### src/rtl/interrupt_sequencer_pkg.sv
// Shared types and default vector bytes for the 6502 interrupt front end.
package interrupt_types;

  // Kind of request presented to control_unit.
  typedef enum logic [1:0] {
    NONE  = 2'd0,
    RESET = 2'd1,
    NMI   = 2'd2,
    IRQ   = 2'd3
  } intr_type_t;

  // Sequencer state: the reset request must be taken before normal arbitration.
  typedef enum logic {
    RST_REQ = 1'b0,
    RUN     = 1'b1
  } intr_state_t;

  localparam logic [7:0] DEF_VECTOR_HIGH      = 8'hFF;
  localparam logic [7:0] DEF_NMI_VECTOR_LOW   = 8'hFA;
  localparam logic [7:0] DEF_RESET_VECTOR_LOW = 8'hFC;
  localparam logic [7:0] DEF_IRQ_VECTOR_LOW   = 8'hFE;

endpackage

### src/rtl/interrupt_sequencer_sync_chain.sv
// Multi-bit flop synchroniser; resets to all ones, the inactive level of the
// active-low interrupt lines.
module sync_chain #(
  parameter int WIDTH  = 1,
  parameter int STAGES = 2
) (
  input  logic             clk_in,
  input  logic             reset,
  input  logic [WIDTH-1:0] d,
  output logic [WIDTH-1:0] q
);

  logic [STAGES-1:0][WIDTH-1:0] stage_q;

  // Shift the asynchronous input through STAGES flops.
  always_ff @(posedge clk_in) begin
    if (!reset) begin
      stage_q <= '1;
    end else begin
      stage_q[0] <= d;
      for (int i = 1; i < STAGES; i++) begin
        stage_q[i] <= stage_q[i-1];
      end
    end
  end

  assign q = stage_q[STAGES-1];

endmodule

### src/rtl/interrupt_sequencer.sv
// Interrupt front end: synchronises NMI/IRQ lines, edge-detects NMI, arbitrates
// reset > NMI > IRQ and hands one vectored request to control_unit.
//
// Handshake: request_valid/request_type/vector_address describe the current
// request; a request is taken on a clk_in edge where service_ack=1 and
// request_valid=1. service_ack with request_valid=0 is ignored. service_done
// marks a handler return and lowers the nesting depth.
module interrupt_sequencer
  import interrupt_types::*;
#(
  parameter int         NUM_IRQ          = 4,
  parameter int         SYNC_STAGES      = 2,
  parameter int         MAX_NEST         = 3,
  parameter logic [7:0] VECTOR_HIGH      = DEF_VECTOR_HIGH,
  parameter logic [7:0] NMI_VECTOR_LOW   = DEF_NMI_VECTOR_LOW,
  parameter logic [7:0] RESET_VECTOR_LOW = DEF_RESET_VECTOR_LOW,
  parameter logic [7:0] IRQ_VECTOR_LOW   = DEF_IRQ_VECTOR_LOW,
  localparam int        IRQ_ID_W         = (NUM_IRQ > 1) ? $clog2(NUM_IRQ) : 1,
  localparam int        NEST_W           = $clog2(MAX_NEST + 1)
) (
  input  logic                clk_in,
  input  logic                reset,
  input  logic                nmib,
  input  logic [NUM_IRQ-1:0]  irqb,
  input  logic [NUM_IRQ-1:0]  mask_in,
  input  logic                mask_load,
  input  logic                flag_interrupt_disable,
  input  logic                service_ack,
  input  logic                service_done,
  output logic                request_valid,
  output intr_type_t          request_type,
  output logic [15:0]         vector_address,
  output logic [IRQ_ID_W-1:0] irq_source_id,
  output logic [7:0]          cause_out,
  output logic [NEST_W-1:0]   nest_count,
  output intr_state_t         state_dbg
);

  logic                nmib_sync;
  logic [NUM_IRQ-1:0]  irqb_sync;
  intr_state_t         state_q, state_d;
  logic                nmi_prev_q;
  logic                nmi_pending_q, nmi_pending_d;
  logic [NUM_IRQ-1:0]  mask_q;
  logic [NEST_W-1:0]   nest_q, nest_d;
  logic [NUM_IRQ-1:0]  irq_active;
  logic                nmi_edge;
  logic                nest_room;
  logic                req_valid;
  intr_type_t          req_type;
  logic                ack_take;
  logic [IRQ_ID_W-1:0] low_id;

  sync_chain #(.WIDTH(1), .STAGES(SYNC_STAGES)) u_nmi_sync (
    .clk_in (clk_in),
    .reset  (reset),
    .d      (nmib),
    .q      (nmib_sync)
  );

  sync_chain #(.WIDTH(NUM_IRQ), .STAGES(SYNC_STAGES)) u_irq_sync (
    .clk_in (clk_in),
    .reset  (reset),
    .d      (irqb),
    .q      (irqb_sync)
  );

  assign irq_active = ~irqb_sync & mask_q;
  assign nmi_edge   = nmi_prev_q & ~nmib_sync;
  assign nest_room  = (nest_q < NEST_W'(MAX_NEST));
  assign ack_take   = service_ack & req_valid;

  // Arbitrate the current request from state, pending NMI and active IRQs.
  always_comb begin
    req_valid = 1'b0;
    req_type  = NONE;
    case (state_q)
      RST_REQ: begin
        req_valid = 1'b1;
        req_type  = RESET;
      end
      RUN: begin
        if (nmi_pending_q && nest_room) begin
          req_valid = 1'b1;
          req_type  = NMI;
        end else if ((|irq_active) && !flag_interrupt_disable && nest_room) begin
          req_valid = 1'b1;
          req_type  = IRQ;
        end
      end
      default: ;
    endcase
  end

  // Lowest-index active enabled IRQ line.
  always_comb begin
    low_id = '0;
    for (int i = NUM_IRQ - 1; i >= 0; i--) begin
      if (irq_active[i]) low_id = IRQ_ID_W'(i);
    end
  end

  // Next state, nesting depth and NMI pending bit; a fresh NMI edge beats an ack.
  always_comb begin
    state_d       = state_q;
    nest_d        = nest_q;
    nmi_pending_d = nmi_pending_q;
    if (state_q == RST_REQ) begin
      if (ack_take) state_d = RUN;
    end else begin
      if (ack_take && service_done) begin
        nest_d = nest_q;
      end else if (ack_take) begin
        nest_d = nest_q + NEST_W'(1);
      end else if (service_done && (nest_q != '0)) begin
        nest_d = nest_q - NEST_W'(1);
      end
    end
    if (nmi_edge) begin
      nmi_pending_d = 1'b1;
    end else if (ack_take && (req_type == NMI)) begin
      nmi_pending_d = 1'b0;
    end
  end

  // State, pending, mask and depth registers.
  always_ff @(posedge clk_in) begin
    if (!reset) begin
      state_q       <= RST_REQ;
      nmi_prev_q    <= 1'b1;
      nmi_pending_q <= 1'b0;
      mask_q        <= '1;
      nest_q        <= '0;
    end else begin
      state_q       <= state_d;
      nmi_prev_q    <= nmib_sync;
      nmi_pending_q <= nmi_pending_d;
      nest_q        <= nest_d;
      if (mask_load) mask_q <= mask_in;
    end
  end

  // Drive outputs; while reset is low they show the fixed reset values.
  always_comb begin
    request_valid  = 1'b0;
    request_type   = NONE;
    vector_address = {VECTOR_HIGH, RESET_VECTOR_LOW};
    irq_source_id  = '0;
    cause_out      = 8'h00;
    if (reset) begin
      request_valid = req_valid;
      request_type  = req_type;
      case (req_type)
        NMI:     vector_address = {VECTOR_HIGH, NMI_VECTOR_LOW};
        IRQ:     vector_address = {VECTOR_HIGH, IRQ_VECTOR_LOW};
        default: vector_address = {VECTOR_HIGH, RESET_VECTOR_LOW};
      endcase
      if (req_type == IRQ) irq_source_id = low_id;
      cause_out = (8'(nest_q) << 6) | (8'(nmi_pending_q) << 5) | (8'(irq_active) & 8'h1F);
    end
  end

  assign nest_count = nest_q;
  assign state_dbg  = state_q;

endmodule

### config.mk
export PLATFORM = sky130hd
export DESIGN_NAME = interrupt_sequencer
export DESIGN_NICKNAME = d
export VERILOG_FILES = /design/src/rtl/interrupt_sequencer_pkg.sv /design/src/rtl/interrupt_sequencer_sync_chain.sv /design/src/rtl/interrupt_sequencer.sv
export SDC_FILE = /design/constraint.sdc
export NUM_CORES = 1
export LEC_CHECK = 0
export ABC_CLOCK_PERIOD_IN_PS = 2980
export CAP_MARGIN = 5
export CORE_ASPECT_RATIO = 1.25
export CORE_UTILIZATION = 44
export DETAILED_ROUTE_END_ITERATION = 6
export HOLD_SLACK_MARGIN = 0.1
export PLACE_DENSITY_LB_ADDON = 0.2
export SLEW_MARGIN = 20
export SYNTH_ARGS = -nofsm -noshare
export SYNTH_HDL_FRONTEND = slang
export SYNTH_HIERARCHICAL = 1
export SYNTH_SLANG_ARGS = --single-unit
export TNS_END_PERCENT = 5
### constraint.sdc
create_clock -name clk_in -period 2.98 [get_ports clk_in]
set_input_delay 0.596 -clock clk_in [delete_from_list [all_inputs] [get_ports clk_in]]
set_output_delay 0.596 -clock clk_in [all_outputs]
set_load 0.005 [all_outputs]
==> results of run 1 <==
==> cells by family after synthesis <==
group | Yosys count | share of synthesized area, %
flip-flops | 19 | 36.4
AND/OR/NAND/NOR | 51 | 30.5
buffers and inverters | 27 | 16.7
multiplexers | 5 | 4.90
XOR/XNOR | 1 | 0.837
other | 2 | 0.718
AO/OA/AOI/OAI | 15 | 9.93
==> cell usage after synthesis (2+ instances only) <==
library cell	count	share of area (%)
nor3_1	2	0.96
nor2b_1	4	2.4
clkbuf_1	4	1.4
a21oi_1	4	1.9
mux2i_1	4	3.8
a21boi_0	2	1.4
nand2b_1	12	7.2
buf_4	19	14
conb_1	2	0.72
nor2b_4	2	2.6
dfxtp_1	19	36
nand3_1	4	1.9
and2_1	7	4.2
nand2_1	6	2.2
inv_1	2	0.72
nor2_1	5	1.8
buf_2	2	0.96
o21ai_0	4	1.9
==> power by group <==
part | leakage (nW) | internal (mW) | switching (mW) | total (mW)
logic | 0.373 | 0.0555 | 0.0385 | 0.0941
clock network | 0.0139 | 0.0511 | 0.0842 | 0.135
registers | 0.157 | 0.267 | 0.0112 | 0.278
==> layout make-up <==
class	count	area [um^2]	area share, %
Timing Repair Buffer	33	328	24.6
Sequential cell	19	380	28.5
Multi-Input combinational cell	87	548	41.1
Tap cell	31	38.8	2.91
Inverter	2	7.51	0.563
Clock buffer	3	22.5	1.69
Clock inverter	1	7.51	0.563
==> through the flow <==
step           hold WS, ns  area [um^2]  util, %  setup TNS [ns]  std cells
3_3_place_gp         0.390         1290     58.4               0        172
4_1_cts              0.424         1330     60.0               0        176
2_1_floorplan        0.386         1090        -               0        133
3_5_place_dp         0.397         1290     58.4         -0.0338        172
6_report             0.420         1330     60.3               0        176
5_1_grt              0.444         1330     60.3               0        176
==> worst register-to-register path, delay by kind of cell, from the launching register on <==
kind | cells | cell delay (ns)
and+or+nand+nor | 3 | 0.70
muxes | 1 | 0.36
DFF | 1 | 0.32
AOI/OAI and AO/OA | 2 | 0.48
==> per-layer routing <==
metal | wire [um] | part of all wire, % | vias up | track usage [%]
li1 | - | - | 413 | -
met1 | 782 | 43 | 367 | 18.8
met2 | 875 | 49 | 39 | 22.9
met3 | 117 | 6.5 | 4 | 2.89
met4 | 24 | 1.3 | 0 | 7.36
met5 | 0 | 0 | - | 0
==> registers in the layout (all words and copies together) (netlist names) <==
name                count
state_dbg               1
nmi_pending_q           1
u_irq_sync/q            4
mask_q                  4
nest_count              2
nmi_prev_q              1
u_irq_sync/stage_q      4
u_nmi_sync/stage_q      1
u_nmi_sync/q            1
==> final timing paths <==
check / to / slack [ns] / cells past startpoint
setup / recovery: irq_source_id[0] / 0.07 / 5
hold / removal: u_irq_sync/q[0]$_SDFF_PN1_ / 0.42 / 1
setup reg to reg: nest_count[1]$_SDFFE_PN0P_ / 1.02 / 6
hold reg to reg: u_irq_sync/q[0]$_SDFF_PN1_ / 0.42 / 1
==> repair_timing <==
action,4_1_cts,5_1_grt
resized for setup,1,2
hold endpoints to repair,0,0
setup endpoints to repair,1,2
gates cloned,0,0
==> impl_metrics.yaml, run 1 <==
run_status:
  status: "complete, no violations"
die:
  dieHeight_um: 56.5
  start_util_pct: 47.3
  coreArea_um2: 2210
  io_pins: 47
  fp.dieArea_um2: 2580
  die_x_um: 45.6
  rows: 19
cells_and_area:
  areaGrowthSynthToFinish_pct: 27.4
  fillCellCount: 219
  fin_nets: 161
  drive_above_1_share_pct: 10.3
  diodes: 0
  final_common_cell: "clkdlybuf4s50_1"
  final_cell_mix: "clkdlybuf4s50_1, dfxtp_1, conb_1"
worst_hold_path:
  min_path_type: "reg2reg"
  hp-start: "u_irq_sync/stage_q[0]$_SDFF_PN1_"
yosys:
  synth_edf_count: 0
  ys_async_sr_fraction_pct: 0
  synth-main-ff-cell: "dfxtp_1"
  seq_area_frac_synth_pct: 36.4
  ys_ff_latch: 19
  synthCells: 120
  syn_area_um2: 1050
  synthDistinctLibCells: 34
  ys_warn_count: 6
  syn_area_per_cell_um2: 8.72
clock_network:
  clockBufferDepth: 2
  cts.sinks: 19
  cts-root-buf: "clkbuf_4"
  hold_buffers: 0
  worstSkewPairLatency_ns: 0.30
  htreeDepth: 1
  cts_buffers: 3
  path_clk_slew_ns: 0.11
  postCtsSetupRepairBufs: 0
  tritoncts: "done"
global_route:
  grtUsageTotal_pct: 14.7
  grt_max_degree: 30
  grt_pass1_wl_um: 2820
  grt_pass1_vias: 688
  grt_antenna_before_repair: 0
  globalRouteOverflowTotal: 0
placed_design:
  dp_slack_ns: -0.0338
  place.gp.congestion: 0.788
  dp_hpwl_um: 1330
  io_buffers: 31
timing:
  slew_headroom_pct: 65.0
  layout_min_cycle_time_ns: 2.91
  setup_viol: 0
  hold_viol: 0
  maxSlewViolCount: 0
  finClkSkew_ns: 0.00113
  timing.final.ws_setup_ns: 0.0725
  timing.final.crit_share_pct: 97.6
  max_clock_freq_ghz: 0.344
  rsz0062_at_grt: "false"
  tightest_slew_ns: 0.520
pwr:
  p_leak_nw: 0.544
  vdd_ir_drop_max_uv: 289
  fin_total_pwr_uw: 507
  power_density_nw_per_um2: 381
setup_path:
  required_ns: 2.38
  crit_top_cell: "clkdlybuf4s50_1"
  max_stage_delay_ns: 0.52
  startpoint: "reset"
  rr_startpoint: "u_irq_sync/q[1]$_SDFF_PN1_"
  cp_cell_sequence: "clkdlybuf4s50_1, nand3_1, or4_4, nor2_1, clkdlybuf4s50_1"
  worst-path-buf-inv: 2
  crit_fanout: 2
  end_kind: "primary output"
  cp_top_family: "buffers and inverters"
  slowest_stage: "or4_4"
  cp.arrival_ns: 2.31
  worst_setup_path_start_kind: "input pin"
  worstSetupPathType: "in2out"
drt:
  routed_wl_um: 1800
  post_drt_wl_per_cell_um: 10.2
  drtIter0Drc: 15
  final_antenna_net_count: 0
  vias: 823
  dr.pass1.iters: 4
  drcViolationCount: 0
  viasPerCell: 4.68
job:
  drv_cap: 0
(Power assumes the default switching activity.)
==> run 2: changes to the inputs <==
Settings changed: CORE_UTILIZATION 44 to 43, SYNTH_HIERARCHICAL 1 to default.
==> run 2 against run 1 <==
Effect of this change:
- register-to-register slack got worse by 0.03 ns
- utilization decreased by 0.45 points
- fmax increased by 0.32%
- highest routed layer unchanged
- global-route usage increased by 0.86 points
- sequential share of layout area increased by 0.22 points
- flip-flop and latch count unchanged
- clock skew increased by 0.0010 ns
- clock power about the same
- design area decreased by 0.75%
- hold slack got worse by 0.0027 ns
- clock-buffer cell count unchanged
==> impl_metrics.yaml, run 2 <==
run_status:
  status: "complete, no violations"
timing:
  fin_tns_setup_ns: 0
  tightest_slew_ns: 0.502
  hold_viol: 0
  slew_headroom_pct: 66.2
  layout_min_cycle_time_ns: 2.90
  setup_viol: 0
  max_clock_freq_ghz: 0.345
  rsz0062_at_grt: "false"
  whs_ns: 0.417
  finClkSkew_ns: 0.00214
  timing.final.ws_setup_ns: 0.0817
  timing.final.crit_share_pct: 97.3
  maxSlewViolCount: 0
die:
  dieHeight_um: 56.3
  rows: 19
  fp.dieArea_um2: 2560
  coreArea_um2: 2210
  io_pins: 47
  die_x_um: 45.4
  start_util_pct: 45.8
yosys:
  syn_area_um2: 1010
  ys_ff_latch: 19
  synth.top_cells.by_area: "dfxtp_1, buf_4, nand2b_1"
  ys_warn_count: 0
  ys_async_sr_fraction_pct: 0
  syn_area_per_cell_um2: 8.66
  synth_edf_count: 0
  seq_area_frac_synth_pct: 37.5
  synth-main-ff-cell: "dfxtp_1"
  synth.most_common_cell: "dfxtp_1"
  synth_commonest_cells: "dfxtp_1, buf_4, nand2b_1"
  synthCells: 117
  synth_top_area_share_pct: 37.5
  yosys.area.top_type: "dfxtp_1"
  synthDistinctLibCells: 35
worst_hold_path:
  min_path_type: "reg2reg"
placed_design:
  dp_hpwl_um: 1310
  io_buffers: 31
  dp_slack_ns: 0.0189
  dp_cells: 172
  place.gp.congestion: 0.786
cells_and_area:
  fillCellCount: 221
  final_cell_mix: "clkdlybuf4s50_1, dfxtp_1, conb_1"
  fin_nets: 161
  fin_cells: 176
  drive_above_1_share_pct: 9.66
  seq_area_um2: 380
  areaGrowthSynthToFinish_pct: 30.5
  multiInputGateArea_um2: 538
  final_common_cell: "clkdlybuf4s50_1"
  diodes: 0
global_route:
  globalRouteOverflowTotal: 0
  grt_pass1_wl_um: 2970
  grt_pass1_vias: 716
  grt_antenna_before_repair: 0
  grt_max_degree: 30
  grtUsageTotal_pct: 15.6
setup_path:
  end_kind: "primary output"
  max_stage_delay_ns: 0.51
  r2r_slack_ns: 0.99
  required_ns: 2.38
  slowest_stage: "or4_4"
  crit_top_cell: "clkdlybuf4s50_1"
  cp_cell_sequence: "clkdlybuf4s50_1, nand3_1, or4_4, nor2_1, clkdlybuf4s50_1"
  cp.arrival_ns: 2.30
  crit_fanout: 2
  worst_setup_path_start_kind: "input pin"
  worstSetupPathType: "in2out"
pwr:
  comb_power_share_pct: 18.4
  power_density_nw_per_um2: 381
  clockPowerShare_pct: 26.6
  power.internal_uw: 373
  p_leak_nw: 0.542
  p_sw_share_pct: 25.9
  vdd_ir_drop_max_uv: 346
  seqPwrFrac_pct: 55.0
  p_sw_uw: 131
  fin_total_pwr_uw: 504
drt:
  viasPerCell: 4.52
  vias: 796
  routed_wl_um: 1750
  dr.pass1.iters: 5
  drcViolationCount: 0
  drtIter0Drc: 18
  final_antenna_net_count: 0
  post_drt_wl_per_cell_um: 9.93
clock_network:
  path_clk_slew_ns: 0.11
  htreeDepth: 1
  tritoncts: "done"
  post_cts_resized: 0
  worstSkewPairLatency_ns: 0.30
  cts-root-buf: "clkbuf_4"
  hold_buffers: 0
  cts_buffers: 3
  cts.sinks: 19
  postCtsSetupRepairBufs: 0
  clockBufferDepth: 2
job:
  drv_cap: 0
## run 2: changes by cell type in the layout (fill, tap and decap cells not counted), sizes merged
cell,change
nand2,+1
nand3,-1
## run 2: per-layer routing
metal | wire length, um | track usage (%) | vias to the layer above | share of wire [%]
met1 | 784 | 20.0 | 340 | 45
met4 | 23 | 9.09 | 0 | 1.3
met5 | 0 | 0 | - | 0
met3 | 98 | 2.89 | 4 | 5.6
li1 | - | - | 410 | -
met2 | 841 | 23.7 | 42 | 48
## run 2: cell type report
type	count	area share (%)
Multi-Input combinational cell	87	40.7
Sequential cell	19	28.8
Timing Repair Buffer	33	24.8
Tap cell	31	2.93
Clock buffer	3	1.70
Clock inverter	1	0.568
Inverter	2	0.568
## run 2: worst paths after layout
kind	start	to	depth (start not counted)
max	reset	irq_source_id[0]	5
min reg2reg	u_irq_sync.stage_q[1]$_SDFF_PN1_	u_irq_sync.q[1]$_SDFF_PN1_	1
max reg2reg	mask_q[2]$_SDFFE_PN1P_	nest_count[1]$_SDFFE_PN0P_	6
min	u_irq_sync.stage_q[1]$_SDFF_PN1_	u_irq_sync.q[1]$_SDFF_PN1_	1
## run 2: power groups by stage
stage          sequential (mW)  clock (mW)  combinational, mW
3_5_place_dp             0.283           0             0.0922
5_1_grt                  0.280       0.148              0.104
3_3_place_gp             0.283           0             0.0906
4_1_cts                  0.277       0.138             0.0928
6_report                 0.277       0.134             0.0925
2_1_floorplan            0.277           0             0.0686
## run 2: kinds of logic (layout without fill, tap and decap cells)
logic type / after synthesis / in the layout / share of synthesized area (%)
AOI/OAI and AO/OA: 15 / 15 / 10.6
xor gates and xnor gates: 1 / 1 / 0.864
buffers and inverters: 24 / 39 / 14.6
DFF: 19 / 19 / 37.5
muxes: 5 / 5 / 5.06
other: 2 / 15 / 0.741
and+or+nand+nor: 51 / 51 / 30.6
## run 2: critical path, delay by kind of cell
kind | cells | cell delay, ns
buf+inv | 2 | 0.99
simple gates | 3 | 0.72
## run 2: stage by stage
stage / area (um^2) / util, %
2_1_floorplan: 1060 / -
3_3_place_gp: 1290 / 58.2
3_5_place_dp: 1290 / 58.2
4_1_cts: 1320 / 59.5
5_1_grt: 1320 / 59.8
6_report: 1320 / 59.8
